--- src/rtl/multdiv_pkg.sv ---
// Shared types and constants for the execute-stage multiply/divide sequencer.
package multdiv_pkg;

  typedef enum logic [1:0] {
    IDLE  = 2'd0,
    START = 2'd1,
    BUSY  = 2'd2,
    DONE  = 2'd3
  } state_e;

  localparam logic [4:0]  RSTATUS_REG = 5'd30;
  localparam logic [31:0] EXC_MUL     = 32'd4;
  localparam logic [31:0] EXC_DIV     = 32'd5;
  localparam logic [4:0]  ALU_MUL     = 5'b00110;
  localparam logic [4:0]  ALU_DIV     = 5'b00111;

  // Exception code written to $rstatus for the given operation kind.
  function automatic logic [31:0] exc_code(input logic is_mult);
    return is_mult ? EXC_MUL : EXC_DIV;
  endfunction

endpackage

--- src/rtl/multdiv_timeout_counter.sv ---
// Cycle counter that flags when the unit has been busy for MAX_CYCLES cycles.
module multdiv_timeout_counter #(
  parameter int MAX_CYCLES = 40,
  parameter int CNT_W      = 6
) (
  input  logic clock,
  input  logic reset,
  input  logic clear,
  input  logic enable,
  output logic terminal
);

  logic [CNT_W-1:0] count_r;

  // Busy-cycle count; clear has priority over enable.
  always_ff @(posedge clock or negedge reset) begin
    if (!reset) begin
      count_r <= {CNT_W{1'b0}};
    end else if (clear) begin
      count_r <= {CNT_W{1'b0}};
    end else if (enable) begin
      count_r <= count_r + CNT_W'(1);
    end else begin
      count_r <= count_r;
    end
  end

  assign terminal = (count_r == CNT_W'(MAX_CYCLES - 1));

endmodule

--- src/rtl/multdiv_ctrl.sv ---
// Sequencer between the execute stage and the shared multi-cycle mult/div unit:
// issues one start pulse, stalls until ready or timeout, then emits one writeback beat.
module multdiv_ctrl
  import multdiv_pkg::*;
#(
  parameter int MAX_CYCLES = 40,
  parameter int CNT_W      = 6
) (
  input  logic        clock,
  input  logic        reset,
  input  logic        req_valid,
  input  logic        req_is_mult,
  input  logic [31:0] req_opA,
  input  logic [31:0] req_opB,
  input  logic [4:0]  req_rd,
  input  logic        flush,
  output logic [31:0] md_opA,
  output logic [31:0] md_opB,
  output logic        md_ctrl_mult,
  output logic        md_ctrl_div,
  input  logic [31:0] md_result,
  input  logic        md_exception,
  input  logic        md_ready,
  output logic        stall,
  output logic        wb_valid,
  output logic [4:0]  wb_rd,
  output logic [31:0] wb_data,
  output logic        busy
);

  state_e     state_r;
  logic       is_mult_r;
  logic [4:0] rd_r;
  logic       wb_en_r;
  logic       timeout_s;
  logic       stall_s;

  multdiv_timeout_counter #(
    .MAX_CYCLES (MAX_CYCLES),
    .CNT_W      (CNT_W)
  ) u_timeout (
    .clock    (clock),
    .reset    (reset),
    .clear    (state_r != BUSY),
    .enable   (state_r == BUSY),
    .terminal (timeout_s)
  );

  // Main sequencer; md_ready is only honoured in BUSY so a stale ready cannot complete a new op.
  always_ff @(posedge clock or negedge reset) begin
    if (!reset) begin
      state_r      <= IDLE;
      is_mult_r    <= 1'b0;
      rd_r         <= 5'd0;
      wb_en_r      <= 1'b0;
      md_opA       <= 32'd0;
      md_opB       <= 32'd0;
      md_ctrl_mult <= 1'b0;
      md_ctrl_div  <= 1'b0;
      wb_rd        <= 5'd0;
      wb_data      <= 32'd0;
    end else begin
      md_ctrl_mult <= 1'b0;
      md_ctrl_div  <= 1'b0;
      case (state_r)
        IDLE: begin
          if (req_valid && !flush) begin
            md_opA       <= req_opA;
            md_opB       <= req_opB;
            rd_r         <= req_rd;
            is_mult_r    <= req_is_mult;
            md_ctrl_mult <= req_is_mult;
            md_ctrl_div  <= !req_is_mult;
            state_r      <= START;
          end else begin
            state_r <= IDLE;
          end
        end
        START: begin
          state_r <= flush ? IDLE : BUSY;
        end
        BUSY: begin
          if (flush) begin
            state_r <= IDLE;
          end else if (md_ready) begin
            wb_rd   <= md_exception ? RSTATUS_REG : rd_r;
            wb_data <= md_exception ? exc_code(is_mult_r) : md_result;
            wb_en_r <= md_exception || (rd_r != 5'd0);
            state_r <= DONE;
          end else if (timeout_s) begin
            wb_rd   <= RSTATUS_REG;
            wb_data <= exc_code(is_mult_r);
            wb_en_r <= 1'b1;
            state_r <= DONE;
          end else begin
            state_r <= BUSY;
          end
        end
        DONE: begin
          state_r <= IDLE;
        end
        default: begin
          state_r <= IDLE;
        end
      endcase
    end
  end

  // Stall decode; in IDLE it follows the request so the instruction freezes the same cycle.
  always_comb begin
    stall_s = 1'b0;
    case (state_r)
      IDLE:    stall_s = req_valid & reset;
      START:   stall_s = 1'b1;
      BUSY:    stall_s = 1'b1;
      DONE:    stall_s = 1'b0;
      default: stall_s = 1'b0;
    endcase
  end

  assign stall    = stall_s;
  assign busy     = (state_r != IDLE);
  assign wb_valid = (state_r == DONE) && wb_en_r && !flush;

endmodule

--- config.mk ---
export PLATFORM = sky130hd
export DESIGN_NAME = multdiv_ctrl
export DESIGN_NICKNAME = d
export VERILOG_FILES = /design/src/rtl/multdiv_pkg.sv /design/src/rtl/multdiv_timeout_counter.sv /design/src/rtl/multdiv_ctrl.sv
export SDC_FILE = /design/constraint.sdc
export NUM_CORES = 1
export LEC_CHECK = 0
export ABC_CLOCK_PERIOD_IN_PS = 5120
export BUFFER_PORTS_ARGS = -buffer_cell sky130_fd_sc_hd__buf_4
export CELL_PAD_IN_SITES_DETAIL_PLACEMENT = 1
export CELL_PAD_IN_SITES_GLOBAL_PLACEMENT = 1
export CORE_UTILIZATION = 40
export DETAILED_ROUTE_END_ITERATION = 8
export PLACE_DENSITY_LB_ADDON = 0.1
export SYNTH_ARGS = -nofsm -noshare
export SYNTH_HDL_FRONTEND = slang
export SYNTH_HIERARCHICAL = 1
export SYNTH_SLANG_ARGS = --single-unit
--- constraint.sdc ---
create_clock -name clock -period 5.12 [get_ports clock]
set_clock_uncertainty 0.1 [all_clocks]
set_input_delay 0.256 -clock clock [delete_from_list [all_inputs] [get_ports clock]]
set_output_delay 0.256 -clock clock [all_outputs]
set_load 0.03 [all_outputs]
### Word-level counts from Yosys, hierarchy flattened

Index checks and enable logic that the tools add are counted.

* bits in registers: 118
* bits in read-only memories: 0
* logic and storage cells: 55
* bits in latches: 0
* output and inout bits: 106
* RAM bits: 0
* memories kept: 0

* shift operators: 0
* bitwise logic cells: 2
* equality and inequality tests: 5
* multiplexer cells: 22
* reduce and logical (&&, ||, !) cells: 14
* divide/modulo/power cells: 0
* $lt $le $gt $ge: 0
* multipliers: 0
* $add $sub $neg: 1

Operator list (number)
* two-way mux 32 bit: 3
* two-way mux 5 bit: 3
* two-way mux 6 bit: 2
* two-way mux 1 bit: 10
* case mux 2 bit (4 select lines): 1
* adder 6 x 1 -> 6 bit (second input constant): 1
* equality test 6 bit (second input constant): 1
* nonzero test 2 bit: 3
* nonzero test 5 bit: 1
* equality test 2 bit (second input constant): 2
* two-way mux 2 bit: 2
* logical AND 1 bit: 3
* case mux 1 bit (3 select lines): 1
* AND reduction 3 bit: 1
* equality test 2 x 1 -> 1 bit (second input constant): 1
* zero test 1 bit: 2
* zero test 2 bit: 1
* != test 2 bit (second input constant): 1
* AND reduction 2 bit: 1
* OR reduction 2 bit: 1
* bitwise AND 1 bit: 1
* logical OR 1 bit: 1
* inverter 1 bit: 1

### Logic depth before layout (Yosys ltp)

* depth in word-level cells: 5
* depth in mapped cells: 7
* depth with buffers taken out: 5

### Hierarchy

The synthesis kept the hierarchy.

By module, submodules not included
* multdiv_ctrl: times used 1, area an instance 4837.1 µm², cells each 330
* multdiv_timeout_counter: times used 1, area an instance 286.5 µm², cells each 28

### Worst setup path after synthesis

Ideal clock, no wire load.

* path type: flip-flop to output port
* start point: register state_r[0]
* end point: output stall
* buffers on the path: 0
* stages on the path, launching flop included: 5
* data arrival time: 1.406 ns
* data required time: 4.764 ns
* setup slack: 3.358 ns
* cells stage by stage: dfrtp_1 -> inv_1 -> ha_1 -> inv_1 -> o21ai_0

* longest elaborated chain between the ends: 3
* elaborated cells between the ends (all ways): 6
* classes of those cells: eq/ne (3); mux (1); reduce/logical (2)

Ends and longest elaborated chain
* from (decl): line multdiv_ctrl.sv:31 `state_e state_r;`
* from (signal assigned): line multdiv_ctrl.sv:80 `state_r <= flush ? IDLE : BUSY;`
* equality test 2 x 1 -> 1 bit / equality test 2 bit (equally long branches): line multdiv_ctrl.sv:112 `case (state_r)`
* OR reduction 2 bit (no source line)
* case mux 1 bit (3 select lines) (*): line multdiv_ctrl.sv:112
* to (decl): line multdiv_ctrl.sv:24 `output logic stall,`

Mark *: on every way between the ends. The rest lies on a longest branch, timed or not.

### Worst setup path in the final report

* start point: register u_timeout.count_r[0]
* end point: register wb_rd[1]

* longest elaborated chain between the ends: 3

Ends and longest elaborated chain
* from (decl): line multdiv_timeout_counter.sv:13 `logic [CNT_W-1:0] count_r;`
* from (signal assigned): line multdiv_timeout_counter.sv:18 `count_r <= {CNT_W{1'b0}};`
* from (signal assigned): line multdiv_timeout_counter.sv:20 `count_r <= {CNT_W{1'b0}};`
* from (signal assigned): line multdiv_timeout_counter.sv:22 `count_r <= count_r + CNT_W'(1);`
* equality test 6 bit: line multdiv_timeout_counter.sv:28 `assign terminal = (count_r == CNT_W'(MAX_CYCLES - 1));`
* via timeout_s: line multdiv_ctrl.sv:35 `logic timeout_s;`
* nonzero test 2 bit (no source line)
* AND reduction 3 bit (no source line)
* to (signal assigned): line multdiv_ctrl.sv:86 `wb_rd <= md_exception ? RSTATUS_REG : rd_r;`
* to (decl): line multdiv_ctrl.sv:26 `output logic [4:0] wb_rd,`

The timed path passes the listed nets, and every way through them passes these cells.
A chain may end at the register's enable or synchronous reset.

==> impl_metrics.env <==
export IMPL_tns_ns=0
export IMPL_wl_met3_um=1168
export IMPL_start_util_pct=41.79
export IMPL_cp_top_family="compound AO/OA/AOI/OAI gates"
export IMPL_status="complete, no violations"
export IMPL_ys_ff_latch=118
export IMPL_crit_buf_inv=1
export IMPL_worstSetupPathType="reg2reg"
export IMPL_ys_seq_area_share_pct=57.63
export IMPL_clockBufferDepth=2
export IMPL_synth_edf_count=0
export IMPL_netlist_area_mm2=0.005124
export IMPL_ys_types=29
export IMPL_grt_start_max_net_pins=74
export IMPL_max_freq_mhz=372.7
export IMPL_cellLeakagePower_nw=4.456
export IMPL_io_pins=214
export IMPL_rsz0062_at_grt="no"
export IMPL_coreArea_mm2=0.01226
export IMPL_netlist_instances=358
export IMPL_grt_overflow_total=0
export IMPL_drv_slew=0
export IMPL_grt_pass1_wl_um=26170
export IMPL_path_clk_slew_ns=0.05
export IMPL_fin_crit_sh_pct=52.40
export IMPL_cp_max_fo=27
export IMPL_post_cts_resize_count=0
export IMPL_slowest_stage="o211ai_4"
export IMPL_grt_pass1_vias=4841
export IMPL_clock_latency_ns=0.41
export IMPL_place_gp_congestion=0.6938
export IMPL_synth_compound_area_share_pct=0.8791
export IMPL_vdd_drop_max_uv=210.8
export IMPL_wl_per_cell_um=20.10
export IMPL_synth_area_leaders="dfrtp_1 (58%), mux2_4 (20%), mux2i_1 (6.3%)"
export IMPL_slowest_delay_ns=0.86
export IMPL_routed_wl_um=17150
export IMPL_port_buffer_count=213
export IMPL_cts_tree="built"
export IMPL_power_density_mw_per_mm2=402.7
export IMPL_finalHoldViolations=0
export IMPL_dr_total_vias=4058
export IMPL_layout_nets=787
export IMPL_synth_top_family_by_area="multiplexers"
export IMPL_tightest_slew_ns=1.105
export IMPL_synth_simple_area_share_pct=5.812
export IMPL_cts_htree_levels=4
export IMPL_required_ns=5.31
export IMPL_dp_hpwl_um=9495
export IMPL_drive_gt1_share_pct=47.22
export IMPL_synthAdderAreaFrac_pct=1.465
export IMPL_route_met2_wl_um=9447
export IMPL_area_growth_pct=62.17
export IMPL_yosys_area_top_type="dfrtp_1"
export IMPL_die_h_um=115.2
export IMPL_cts_sinks=118
export IMPL_max_cap_viol_count=0
export IMPL_antenna_left=0
export IMPL_syn_num_nets=472
export IMPL_synth_flop_cell="dfrtp_1"
export IMPL_fin_hold_ws_ns=0.01395
export IMPL_antenna_found_initial=1
export IMPL_max_slew_margin_pct=25.98
export IMPL_cts_root_buf="clkbuf_16"
export IMPL_cp_end_kind="register"
export IMPL_fill_cells=1192
export IMPL_seqCellArea_mm2=0.002953
export IMPL_synth_xor_area_share_pct=0.6838
export IMPL_synth_area_mux_share_pct=27.94
export IMPL_num_rows=40
export IMPL_drt_pass1_iter_count=5
export IMPL_ys_warn_count=6
export IMPL_period_needed_ns=2.683
export IMPL_drc=0
export IMPL_setup_violations_final=0
export IMPL_multi_input_area_mm2=0.001896
export IMPL_numCtsBuffers=17
export IMPL_syn_avg_cell_area_um2=14.31
export IMPL_async_flop_share_pct=100.0
export IMPL_die_x_um=115.2
export IMPL_top_layer_used="met4"
export IMPL_synth_top_cell_area_share_pct=57.63
export IMPL_hold_class="in2reg"
export IMPL_critPathLaunchType="register"
export IMPL_avgViaCountPerCell=4.757
export IMPL_drt_iter0_markers=131
export IMPL_crit_chain="ha_1, nand4b_1, nor2_1, o211ai_4, buf_4, mux2_2"
export IMPL_groute_usage_overall_pct=27.24
export IMPL_die_area_mm2=0.01327
export IMPL_cp_arrival_ns=2.87
export IMPL_drt_met1_wl_um=6120
-- through the flow --
step                utilization [%]  instances  total power [mW]  setup slack [ns]  instance area (um^2)
floorplan                         -        358             1.773             3.358                  5124
global placement              55.67        727             2.159             2.465                  6827
detailed placement            55.67        727             2.189             2.433                  6827
CTS                           67.74        852             3.328             2.420                  8307
global route                  67.77        853             3.472             2.309                  8309
finish                        67.77        853             3.347             2.437                  8309
-- cell usage after synthesis (2+ instances only) --
cell	number
inv_1	37
nand3_1	3
nand3b_1	2
o21ai_0	4
mux2i_1	32
nor2_1	8
ha_1	6
buf_4	7
xor2_1	3
mux2_4	68
nand2_1	33
mux2_2	8
nand4_1	2
nand2b_1	5
and3_1	2
buf_6	8
dfrtp_1	118
-- path summary, 6_finish.rpt --
path                                                  start                      end  slack (ns)  cells after the start
setup / recovery           u_timeout/count_r[0]$_DFFE_PN0P_     wb_rd[1]$_DFFE_PN0P_        2.44                      6
hold / removal                                md_result[20]  wb_data[20]$_DFFE_PN0P_        0.01                      3
setup reg to reg           u_timeout/count_r[0]$_DFFE_PN0P_     wb_rd[1]$_DFFE_PN0P_        2.44                      6
hold reg to reg                      wb_data[2]$_DFFE_PN0P_   wb_data[2]$_DFFE_PN0P_        0.41                      1
max in group asynchronous                             reset    md_opB[5]$_DFFE_PN0P_        3.23                      3
min in group asynchronous                             reset   wb_data[7]$_DFFE_PN0P_        0.31                      2
-- worst min-delay path, cell delays in order --
cell and delay [ns]:
buf_4 0.11, nand2_1 0.05, mux2i_1 0.06
-- cell type report --
class	count	share of cell area [%]
Timing Repair Buffer	312	31.05
Clock inverter	4	0.2409
Antenna cell	1	0.03012
Sequential cell	118	35.54
Inverter	37	1.671
Clock buffer	26	6.129
Multi-Input combinational cell	187	22.81
Tap cell	168	2.530
-- routing by layer --
| layer | track usage (%) | vias to the layer above |
|---|---|---|
| li1 | - | 1812 |
| met1 | 27.29 | 2032 |
| met4 | 12.21 | 0 |
| met5 | 0 | - |
| met3 | 8.276 | 32 |
| met2 | 51.57 | 182 |
-- cells by family after synthesis --
logic type	after synthesis
adder cells (fa/ha/maj)	6
buffers and inverters	53
multiplexers	108
flip-flops	118
XOR/XNOR	4
AND/OR/NAND/NOR	62
AO/OA/AOI/OAI	7
-- sequential cells by signal, summed over array words and instances (netlist names) --
| signal | flops |
|---|---|
| md_opA | 32 |
| md_opB | 32 |
| wb_data | 32 |
| u_timeout/count_r | 6 |
| rd_r | 5 |
| wb_rd | 5 |
| state_r | 2 |
| is_mult_r | 1 |
| md_ctrl_div | 1 |
| md_ctrl_mult | 1 |
| wb_en_r | 1 |
-- power by group --
part	internal, mW	switching, mW	total [mW]
clock network	0.673	0.401	1.07
registers	1.10	0.122	1.22
logic	0.484	0.565	1.05
total	2.26	1.09	3.35
-- cells in the final DEF, fill, tap and decap left out, types with 2 or more instances in the layout --
| cell type | count |
|---|---|
| clkinv_2 | 4 |
| dlygate4sd3_1 | 95 |
| clkbuf_8 | 5 |
| dfrtp_1 | 118 |
| clkbuf_16 | 17 |
| and3_1 | 2 |
| inv_1 | 37 |
| xor2_1 | 3 |
| buf_4 | 217 |
| mux2_2 | 8 |
| nand3_1 | 3 |
| nand3b_1 | 2 |
| clkbuf_1 | 4 |
| nand2_1 | 33 |
| nand2b_1 | 5 |
| mux2_4 | 68 |
| o21ai_0 | 4 |
| nand4_1 | 2 |
| nor2_1 | 8 |
| ha_1 | 6 |
| mux2i_1 | 32 |
-- timing repair --
item	4_1_cts	5_1_grt
hold buffers	95	0
endpoints found under the hold margin	139	0
setup buffers	0	0
No activity file was read; power rests on OpenSTA's default activity.
